===== src/rtl/nn_pkg.sv =====
// Shared types and fixed-point helpers for the dense-layer pipeline stages.
package nn_pkg;

  localparam int unsigned NN_DW   = 8;
  localparam int unsigned NN_FRAC = 4;
  localparam int          NN_ONE  = 1 << NN_FRAC;

  typedef enum logic [2:0] {
    IDLE,
    BIAS,
    MAC,
    ACT,
    DONE
  } nn_layer_state_t;

  // Rescale an accumulator back to Q(dw-frac).frac, clamp to the positive
  // output range and apply ReLU. Only the low dw bits of the result matter.
  function automatic logic signed [31:0] sat_relu(input logic signed [31:0] acc,
                                                  input int unsigned dw,
                                                  input int unsigned frac);
    logic signed [31:0] y;
    logic signed [31:0] y_max;
    y     = acc >>> frac;
    y_max = (32'sd1 <<< (dw - 1)) - 32'sd1;
    if (y < 32'sd0) begin
      sat_relu = '0;
    end else if (y > y_max) begin
      sat_relu = y_max;
    end else begin
      sat_relu = y;
    end
  endfunction

endpackage


===== src/rtl/nn_weight_rom.sv =====
// Constant weight/bias table for one dense layer, read combinationally by (neuron, input).
module nn_weight_rom
  import nn_pkg::*;
#(
  parameter int unsigned N_IN  = 2,
  parameter int unsigned N_OUT = 2,
  parameter int unsigned DW    = NN_DW,
  parameter logic [N_OUT*N_IN*DW-1:0] W_INIT = '0,
  parameter logic [N_OUT*DW-1:0]      B_INIT = '0,
  localparam int unsigned JW = (N_OUT > 1) ? $clog2(N_OUT) : 1
) (
  input  logic        [JW-1:0]            j,
  input  logic        [$clog2(N_IN)-1:0]  i,
  output logic signed [DW-1:0]            w,
  output logic signed [DW-1:0]            b
);

  logic signed [DW-1:0] w_tab [N_OUT][N_IN];
  logic signed [DW-1:0] b_tab [N_OUT];

  for (genvar jj = 0; jj < N_OUT; jj++) begin : g_neuron
    assign b_tab[jj] = B_INIT[jj*DW +: DW];
    for (genvar ii = 0; ii < N_IN; ii++) begin : g_input
      assign w_tab[jj][ii] = W_INIT[(jj*N_IN+ii)*DW +: DW];
    end
  end

  // Table lookup for the currently selected neuron and input.
  always_comb begin
    w = w_tab[j][i];
    b = b_tab[j];
  end

endmodule


===== src/rtl/nn_dense_layer.sv =====
// Fully-connected fixed-point layer with ReLU: reads inputs from the upstream
// channel one address per cycle, MACs them per neuron, and raises ack_layer when done.
module nn_dense_layer
  import nn_pkg::*;
#(
  parameter int unsigned N_IN  = 2,
  parameter int unsigned N_OUT = 2,
  parameter int unsigned DW    = NN_DW,
  parameter int unsigned FRAC  = NN_FRAC,
  parameter int unsigned ACC_W = 20,
  parameter logic [N_OUT*N_IN*DW-1:0] W_INIT = '0,
  parameter logic [N_OUT*DW-1:0]      B_INIT = '0
) (
  input  logic                     clk,
  input  logic                     rst,
  input  logic                     req,
  output logic                     in_trig,
  output logic [$clog2(N_IN)-1:0]  in_addr,
  input  logic signed [DW-1:0]     in_data,
  output logic [N_OUT*DW-1:0]      a_out,
  output logic                     ack_layer
);

  localparam int unsigned AW = $clog2(N_IN);
  localparam int unsigned JW = (N_OUT > 1) ? $clog2(N_OUT) : 1;
  localparam logic [AW-1:0] I_LAST = AW'(N_IN - 1);
  localparam logic [JW-1:0] J_LAST = JW'(N_OUT - 1);

  nn_layer_state_t state_q, state_d;
  logic [AW-1:0]           i_q, i_d;
  logic [JW-1:0]           j_q, j_d;
  logic signed [ACC_W-1:0] acc_q, acc_d;
  logic [N_OUT*DW-1:0]     a_out_q, a_out_d;

  logic signed [DW-1:0]    w;
  logic signed [DW-1:0]    b;
  logic signed [2*DW-1:0]  prod;
  logic [DW-1:0]           y_act;

  nn_weight_rom #(
    .N_IN  (N_IN),
    .N_OUT (N_OUT),
    .DW    (DW),
    .W_INIT(W_INIT),
    .B_INIT(B_INIT)
  ) u_rom (
    .j(j_q),
    .i(i_q),
    .w(w),
    .b(b)
  );

  assign a_out     = a_out_q;
  assign ack_layer = (state_q == DONE);

  // Datapath helpers: full-width signed product and the activated result of acc.
  always_comb begin
    prod  = in_data * w;
    y_act = DW'(sat_relu(32'(acc_q), DW, FRAC));
  end

  // Next-state, counters, accumulator and channel read strobes.
  // The read for input i+1 is issued while input i is being accumulated,
  // so each input costs exactly one MAC cycle.
  always_comb begin
    state_d = state_q;
    i_d     = i_q;
    j_d     = j_q;
    acc_d   = acc_q;
    a_out_d = a_out_q;
    in_trig = 1'b0;
    in_addr = '0;
    case (state_q)
      IDLE: begin
        if (req && !ack_layer) begin
          state_d = BIAS;
        end
      end
      BIAS: begin
        acc_d   = ACC_W'(b) <<< FRAC;
        in_trig = 1'b1;
        in_addr = '0;
        i_d     = '0;
        state_d = MAC;
      end
      MAC: begin
        acc_d = acc_q + ACC_W'(prod);
        if (i_q == I_LAST) begin
          state_d = ACT;
        end else begin
          in_trig = 1'b1;
          in_addr = i_q + 1'b1;
          i_d     = i_q + 1'b1;
        end
      end
      ACT: begin
        a_out_d[j_q*DW +: DW] = y_act;
        if (j_q == J_LAST) begin
          state_d = DONE;
        end else begin
          j_d     = j_q + 1'b1;
          state_d = BIAS;
        end
      end
      DONE: begin
        if (!req) begin
          state_d = IDLE;
          j_d     = '0;
        end
      end
      default: state_d = IDLE;
    endcase
  end

  // State and datapath registers with synchronous reset.
  always_ff @(posedge clk) begin
    if (rst) begin
      state_q <= IDLE;
      i_q     <= '0;
      j_q     <= '0;
      acc_q   <= '0;
      a_out_q <= '0;
    end else begin
      state_q <= state_d;
      i_q     <= i_d;
      j_q     <= j_d;
      acc_q   <= acc_d;
      a_out_q <= a_out_d;
    end
  end

endmodule

===== config.mk =====
export PLATFORM = sky130hd
export DESIGN_NAME = nn_dense_layer
export DESIGN_NICKNAME = d
export VERILOG_FILES = /design/src/rtl/nn_pkg.sv /design/src/rtl/nn_weight_rom.sv /design/src/rtl/nn_dense_layer.sv
export SDC_FILE = /design/constraint.sdc
export NUM_CORES = 1
export LEC_CHECK = 0
export CORE_AREA = 10 10 47 49
export CTS_CLUSTER_DIAMETER = 100
export CTS_CLUSTER_SIZE = 14
export DETAILED_ROUTE_END_ITERATION = 10
export DIE_AREA = 0 0 57 59
export GPL_ROUTABILITY_DRIVEN = 0
export MAX_ROUTING_LAYER = met4
export PLACE_DENSITY = 0.73
export RECOVER_POWER = 100
export SYNTH_ARGS = -nofsm -noshare
export SYNTH_HDL_FRONTEND = slang
export SYNTH_SLANG_ARGS = --single-unit

===== constraint.sdc =====
create_clock -name clk -period 1.03 [get_ports clk]
set_input_delay 0.1545 -clock clk [delete_from_list [all_inputs] [get_ports clk]]
set_output_delay 0.1545 -clock clk [all_outputs]
set_load 0.1 [all_outputs]

Yosys cells after proc, flatten, opt, wreduce, memory -nomap -nowiden --
Cells that the tools add are included.
Cells by class: add/sub/neg operators 4, multipliers 1, $lt $le $gt $ge 4, eq/ne operators 7, shift operators 2, multiplexer cells 25, bitwise gates (word level) 2, reductions and logical operators 7
Operators with widths (count):
- 8-bit 2-to-1 mux | 7
- 20-bit one-hot mux with 2 select lines | 1
- 4-bit negator with 34-bit output | 1
- 8-bit by 34-bit variable shift with 16-bit output, first input constant | 1
- 8-bit by 34-bit variable part select with 16-bit output | 1
- 16-bit 2-to-1 mux | 2
- 20-bit by 16-bit adder with 20-bit output | 1
- 16-bit bitwise mux | 1
- 16-bit by 8-bit greater-than comparator with 1-bit output, second input constant | 1
- 16-bit by 1-bit less-than comparator with 1-bit output, second input constant | 1
- 8-bit by 8-bit multiplier with 16-bit output | 1
- 3-bit one-hot mux with 5 select lines | 1
- 3-bit 2-to-1 mux | 4
- 3-bit by 2-bit equality test with 1-bit output, second input constant | 2
- 1-bit 2-to-1 mux | 6
- 2-bit inequality test, second input constant | 3
- 1-bit one-hot mux with 2 select lines | 3
- 2-bit >= comparator, second input constant | 2
- 1-bit NOT with 2-bit output | 2
- 2-bit nonzero test | 2
- 3-bit by 1-bit equality test with 1-bit output, second input constant | 1
- 3-bit equality test, second input constant | 1
- 3-bit zero test | 1
- 3-bit AND reduction | 1
- other kinds (4) | 5
Storage, ports and cells: register bits after elaboration 41, output and inout bits 19, logic and storage cells 57

Logic depth before layout (Yosys ltp) --
Gate-level depths: netlist (run 1).
word-level depth 10, gate-level depth with buffers 4, mapped depth without buffers 3

By module --
Synthesis (run 1) repeated with hierarchy kept, for this count alone.
Second synthesis, totals: cell total of the unflattened synthesis 586, area total of the unflattened synthesis 5403.9 sq um
By module, submodules not included:
- nn_dense_layer | instances 1, cells each 569, area an instance 5280.1 sq um
- nn_weight_rom | instances 1, cells each 17, area an instance 123.9 sq um

Worst setup path before layout (run 1) --
OpenSTA, ideal clock, no wires.
kind register -> output, from register state_q[1], to output port in_trig, arrival time 2.064 ns, required time 0.876 ns, slack -1.188 ns, cell stages (with the launch flop) 4, buffers on the path 1, cell sequence dfxtp_1 buf_6 nand2b_1 a21oi_1
On the way: word-level cells in the longest chain between the ends 2, elaborated cells between the ends (all ways) 3, those cells by class eq/ne: 2; mux: 1
RTL lines:
- start, declared | line nn_dense_layer.sv:29 | nn_layer_state_t state_q, state_d;
- start signal, assigned | line nn_dense_layer.sv:124 | state_q <= state_d;
- 3-bit by 2-bit equality test with 1-bit output / 3-bit by 1-bit equality test with 1-bit output (equally long branches) | line nn_dense_layer.sv:73 | case (state_q)
- 1-bit one-hot mux with 2 select lines * | line nn_dense_layer.sv:73
- end, declared | line nn_dense_layer.sv:17 | output logic in_trig,
Every way passes the cells marked *; elsewhere a longest branch is shown, timed or not.

Worst setup path after layout (run 1) --
from register state_q[1], to output port ack_layer
On the way: word-level cells in the longest chain between the ends 1
RTL lines:
- 3-bit equality test | line nn_dense_layer.sv:54 | assign ack_layer = (state_q == DONE);
- end, declared | line nn_dense_layer.sv:21 | output logic ack_layer
No other way between the ends.

==> results of run 1 <==
-- where the power goes --
group          internal (mW)  switching, mW  total [mW]
clock                  0.146         0.0790       0.225
sequential             0.213         0.0169       0.230
combinational          0.158          0.446       0.604
total                  0.518          0.542        1.06
-- worst min-delay path: stages, from the launching register on --
cell and delay [ns]:
dfxtp_1 0.37, o31ai_4 0.08, a211oi_2 0.05
-- path summary, 6_finish.rpt --
check,start,to,slack (ns),cells after the start
worst max-delay path,state_q[1]$_SDFFE_PP0P_,ack_layer,-0.29,3
worst min-delay path,j_q$_SDFFE_PP0P_,j_q$_SDFFE_PP0P_,0.55,2
worst max register to register,state_q[1]$_SDFFE_PP0P_,i_q$_SDFFE_PP0P_,0,5
worst min register to register,j_q$_SDFFE_PP0P_,j_q$_SDFFE_PP0P_,0.55,2
-- layout make-up --
| class | count | area [um2] | share of cell area |
|---|---|---|---|
| multi-input combinational | 38 | 266.5 | 0.4671 |
| clock buffer | 4 | 26.28 | 0.04605 |
| timing repair buffer | 13 | 155.1 | 0.2719 |
| sequential | 5 | 102.6 | 0.1798 |
| tap | 16 | 20.02 | 0.03509 |
-- sequential cells by signal, summed over array words and instances, names as in the netlist --
register / flops
state_q: 3
i_q: 1
j_q: 1
-- placed cells by master, fill, tap and decap left out, types with 2 or more instances in the layout --
cell              n
conb_1           16
nand2_1           2
dfxtp_2           2
buf_6             4
dfxtp_1           3
clkbuf_4          3
buf_12            3
buf_4             4
clkdlybuf4s50_1   2
a21oi_4           2
-- layer usage --
metal | vias to the layer above | wire length [um] | GRT usage
li1 | 151 | - | -
met1 | 143 | 361 | 0.04648
met2 | 19 | 433 | 0.1008
met3 | 5 | 50 | 0.01931
met4 | 0 | 44 | 0.05034
met5 | - | 0 | -
-- metrics by stage --
| stage | utilization | cell area [um2] | cells |
|---|---|---|---|
| after floorplan | - | 483.0 | 62 |
| after global placement | 0.3411 | 478.0 | 71 |
| after detailed placement | 0.3411 | 478.0 | 71 |
| after CTS | 0.3920 | 549.3 | 77 |
| after global routing | 0.4071 | 570.5 | 76 |
| final | 0.4071 | 570.5 | 76 |
-- kinds of logic after synthesis --
family | synth area share
buf+inv | 0.3761
simple gates | 0.1866
compound gates | 0.1376
flops | 0.2447
xor+xnor | 0.02141
mux | 0.02447
other cells | 0.009166
-- what timing repair did --
item	4_1_cts	5_1_grt
pin swaps	5	5
setup endpoints to repair	4	8
resized for setup	8	6
setup buffers	3	0
endpoints found under the hold margin	0	0
==> results.cfg, run 1 <==
[job]
max_cap_viol_count = 0

[sta]
hold_viol = 0
rsz0062_at_grt = true
max_freq_ghz = 0.7599
tns_ns = -0.7594
holdWs_ns = 0.5517
finalCritPeriodShare = 1.278
setup_viol = 4
period_minus_slack_ns = 1.316
clock_skew_ns = 0.001766
layout_setup_ws_ns = -0.2859
maxSlewViolCount = 0

[final_layout]
syn_to_final_growth_pct = 39.45
fillers = 138
nNetsFinal = 72
antenna_cells = 0
drive_gt1_frac = 0.4333

[synthesis]
ys_seq_area_frac = 0.2446
syn_area_um2 = 409.1
yosysMostFrequentCell = buf_4
yosysWarnings = 0
synth-async-reset-ratio = 0
ys_top_cells_by_area = buf_4, dfxtp_1, a21oi_1
yosysTopAreaCellShare = 0.3119
synth_largest_area_cell = buf_4
netlist_instances = 47
synth-edff-count = 0
ys.flop_type = dfxtp_1
synthTopCellsByCount = buf_4, dfxtp_1, a21oi_1, nand2_1, nor2_1
synth_seq_cells = 5
avgSynthCellArea_um2 = 8.705
synth_cell_types = 22

[detailed_routing]
drc = 0
firstDrtPassIters = 3
routed-via-count = 318
viasPerCell = 4.184
drt_iter0_drc = 1
antenna_left = 0
drt-total-wl_um = 889
avgRoutedWirePerCell_um = 11.70

[critical_path]
critical_path.max_stage_delay_ns = 0.33
crit_required_ns = 0.88
slowest_stage = dfxtp_2
cp_num_buf_inv = 2
path_max_fanout = 4
startpoint_type = register
cp-end-kind = primary output
cp_top_family = flip-flops
crit_chain = buf_6, nor3b_4, buf_12
path_class = reg2out
cp_data_arrival_time_ns = 1.16

[place]
portBuffers = 5
hpwl_um = 661
place_ws_ns = -0.06649

[global_routing]
grt_pass1_vias = 350
grt_max_degree = 9
antenna_found_initial = 0
grt_first_pass_wirelength_mm = 1.449
grt_usage = 0.05694
overflow = 0

[floorplanning]
die_y_um = 59
start_util = 0.2920
io_pins = 30
dieArea_mm2 = 0.003363
chipWidth_um = 57
rows = 14
coreArea_mm2 = 0.001401

[cts]
path_clk_slew_ns = 0.04
cts_made_buffers = 3
htree_levels = 1
clk_latency_ns = 0.24
cts_tree = done
clk_path_buf_depth = 2
cts_sinks = 5
cts_root_buf = clkbuf_4
cts_hold_buf = 0

[pwr]
vdd_drop_max_uv = 577.9
p_per_area_mw_per_mm2 = 1857
total_power_mw = 1.059
total_leakage_power_nw = 0.2314

[worst_hold_path]
hold_class = reg2reg

[status]
status = complete, but fails checks
violations = setup timing
No activity file was read; power rests on OpenSTA's default activity.
==> run 2, diff against run 1 <==
==> constraint.sdc (replaced) <==
create_clock -name clk -period 1.03 [get_ports clk]
set_input_delay 0.1545 -clock clk [delete_from_list [all_inputs] [get_ports clk]]
set_output_delay 0.1545 -clock clk [all_outputs]
set_load 0.01 [all_outputs]
==> results.cfg, run 2 (synthesis results as in run 1) <==
[sta]
finalCritPeriodShare = 1.154
rsz0062_at_grt = true
max_freq_ghz = 0.8411
clock_skew_ns = 0.007921
maxSlewViolCount = 0
period_minus_slack_ns = 1.189
setup_viol = 5
hold_viol = 0
layout_setup_ws_ns = -0.1589

[cts]
path_clk_slew_ns = 0.05
clk_latency_ns = 0.26
cts_tree = done
cts_made_buffers = 3
clk_path_buf_depth = 2
cts_sinks = 5
htree_levels = 1
cts_hold_buf = 0
cts_root_buf = clkbuf_4

[final_layout]
drive_gt1_frac = 0.4688
postLayoutCoreUtil = 0.3714
top_register = state_q
antenna_cells = 0
multi_input_area_um2 = 229.0
finalNonFillerCells = 80
final_cell_mix = conb_1, buf_4, clkbuf_4, buf_2, dfxtp_4
syn_to_final_growth_pct = 27.22
final_cell_area_um2 = 520.5
fillers = 158
largest_reg_flops = 3
largestRegisters = state_q: 3 flops, i_q: 1 flops, j_q: 1 flops
register_area_um2 = 111.4
nNetsFinal = 76
layout_commonest_cell = conb_1

[place]
portBuffers = 5
place_area_um2 = 441.7
hpwl_um = 699
placedCellCount = 72
place_ws_ns = -0.3293

[job]
max_cap_viol_count = 0

[critical_path]
crit_required_ns = 0.88
cp_data_arrival_time_ns = 1.03
startpoint_type = register
path_max_fanout = 4
path_class = reg2out
cp-end-kind = primary output

[worst_hold_path]
hold_class = reg2reg

[floorplanning]
start_util = 0.2920
dieArea_mm2 = 0.003363
rows = 14
io_pins = 30
chipWidth_um = 57
coreArea_mm2 = 0.001401
die_y_um = 59

[detailed_routing]
wl_met1_um = 402
avgRoutedWirePerCell_um = 12.28
drt-total-wl_um = 982
routed-via-count = 331
wl_met2_um = 462
drt_iter0_drc = 2
top_layer = met4
viasPerCell = 4.138
met3_wirelength_um = 79
antenna_left = 0
firstDrtPassIters = 4
drc = 0

[pwr]
p_seq_frac = 0.338
p_sw_uw = 230.0
total_leakage_power_nw = 0.2402
combPwrFrac = 0.306
sw_frac_of_total = 0.3361
power.share.clock = 0.356
vdd_drop_max_uv = 412.6
p_per_area_mw_per_mm2 = 1315
p_int_uw = 454.3
total_power_uw = 684.3

[global_routing]
grt_usage = 0.06024
grt_max_degree = 8
grt_pass1_vias = 348
antenna_found_initial = 0
overflow = 0
grt_first_pass_wirelength_mm = 1.524

[status]
violations = setup timing
status = complete, but fails checks
[run 2: changes by cell type in the layout (fill, tap and decap cells not counted), moves of 2 or more]
| cell | delta |
|---|---|
| buf_4 | +6 |
| buf_12 | -3 |
| buf_2 | +3 |
| dfxtp_4 | +3 |
| a21oi_4 | -2 |
| buf_6 | -2 |
| dfxtp_2 | -2 |
[run 2: routing by layer]
layer / vias up / GRT usage
met2: 21 / 0.09147
met1: 149 / 0.05769
met3: 4 / 0.04077
li1: 157 / -
met5: - / -
met4: 0 / 0.03020
[run 2: worst paths after layout]
check | from | endpoint | slack (ns) | cells after the start
hold / removal | j_q$_SDFFE_PP0P_ | j_q$_SDFFE_PP0P_ | 0.53 | 2
setup / recovery | state_q[0]$_SDFFE_PP0P_ | in_trig | -0.16 | 4
hold reg to reg | j_q$_SDFFE_PP0P_ | j_q$_SDFFE_PP0P_ | 0.53 | 2
setup reg to reg | state_q[1]$_SDFFE_PP0P_ | state_q[0]$_SDFFE_PP0P_ | -0.04 | 5
[run 2: cell type report]
class	count	share of cell area
Sequential cell	5	0.2139
Timing Repair Buffer	17	0.2548
Multi-Input combinational cell	38	0.4399
Tap cell	16	0.03846
Clock buffer	3	0.04327
Clock inverter	1	0.009615
[run 2: timing repair]
item / CTS / global route
resized for setup: 16 / 9
pin swaps: 0 / 9
endpoints found under the setup margin: 6 / 7
endpoints found under the hold margin: 0 / 0
buffers inserted: 2 / 3
[run 2: per-stage QoR]
stage	hold WS (ns)	setup TNS, ns
floorplan	0.2236	0
global placement	0.4994	-0.9300
detailed placement	0.5116	-1.102
CTS	0.5193	-0.3793
global route	0.5466	-0.7521
finish	0.5263	-0.4430
[run 2: worst max-delay path, cell delays in order, from the launching register on]
cell	delay (ns)
dfxtp_4	0.36
nor2_2	0.07
nand2_1	0.07
a21oi_1	0.13
buf_2	0.14
[run 2: power by group through the flow]
| stage | Clock [mW] | Combinational, mW | Sequential [mW] |
|---|---|---|---|
| after floorplan | 0 | 0.175 | 0.225 |
| final | 0.244 | 0.209 | 0.231 |
| after global routing | 0.268 | 0.226 | 0.234 |
| after global placement | 0 | 0.174 | 0.232 |
| after detailed placement | 0 | 0.180 | 0.234 |
| after CTS | 0.245 | 0.168 | 0.230 |
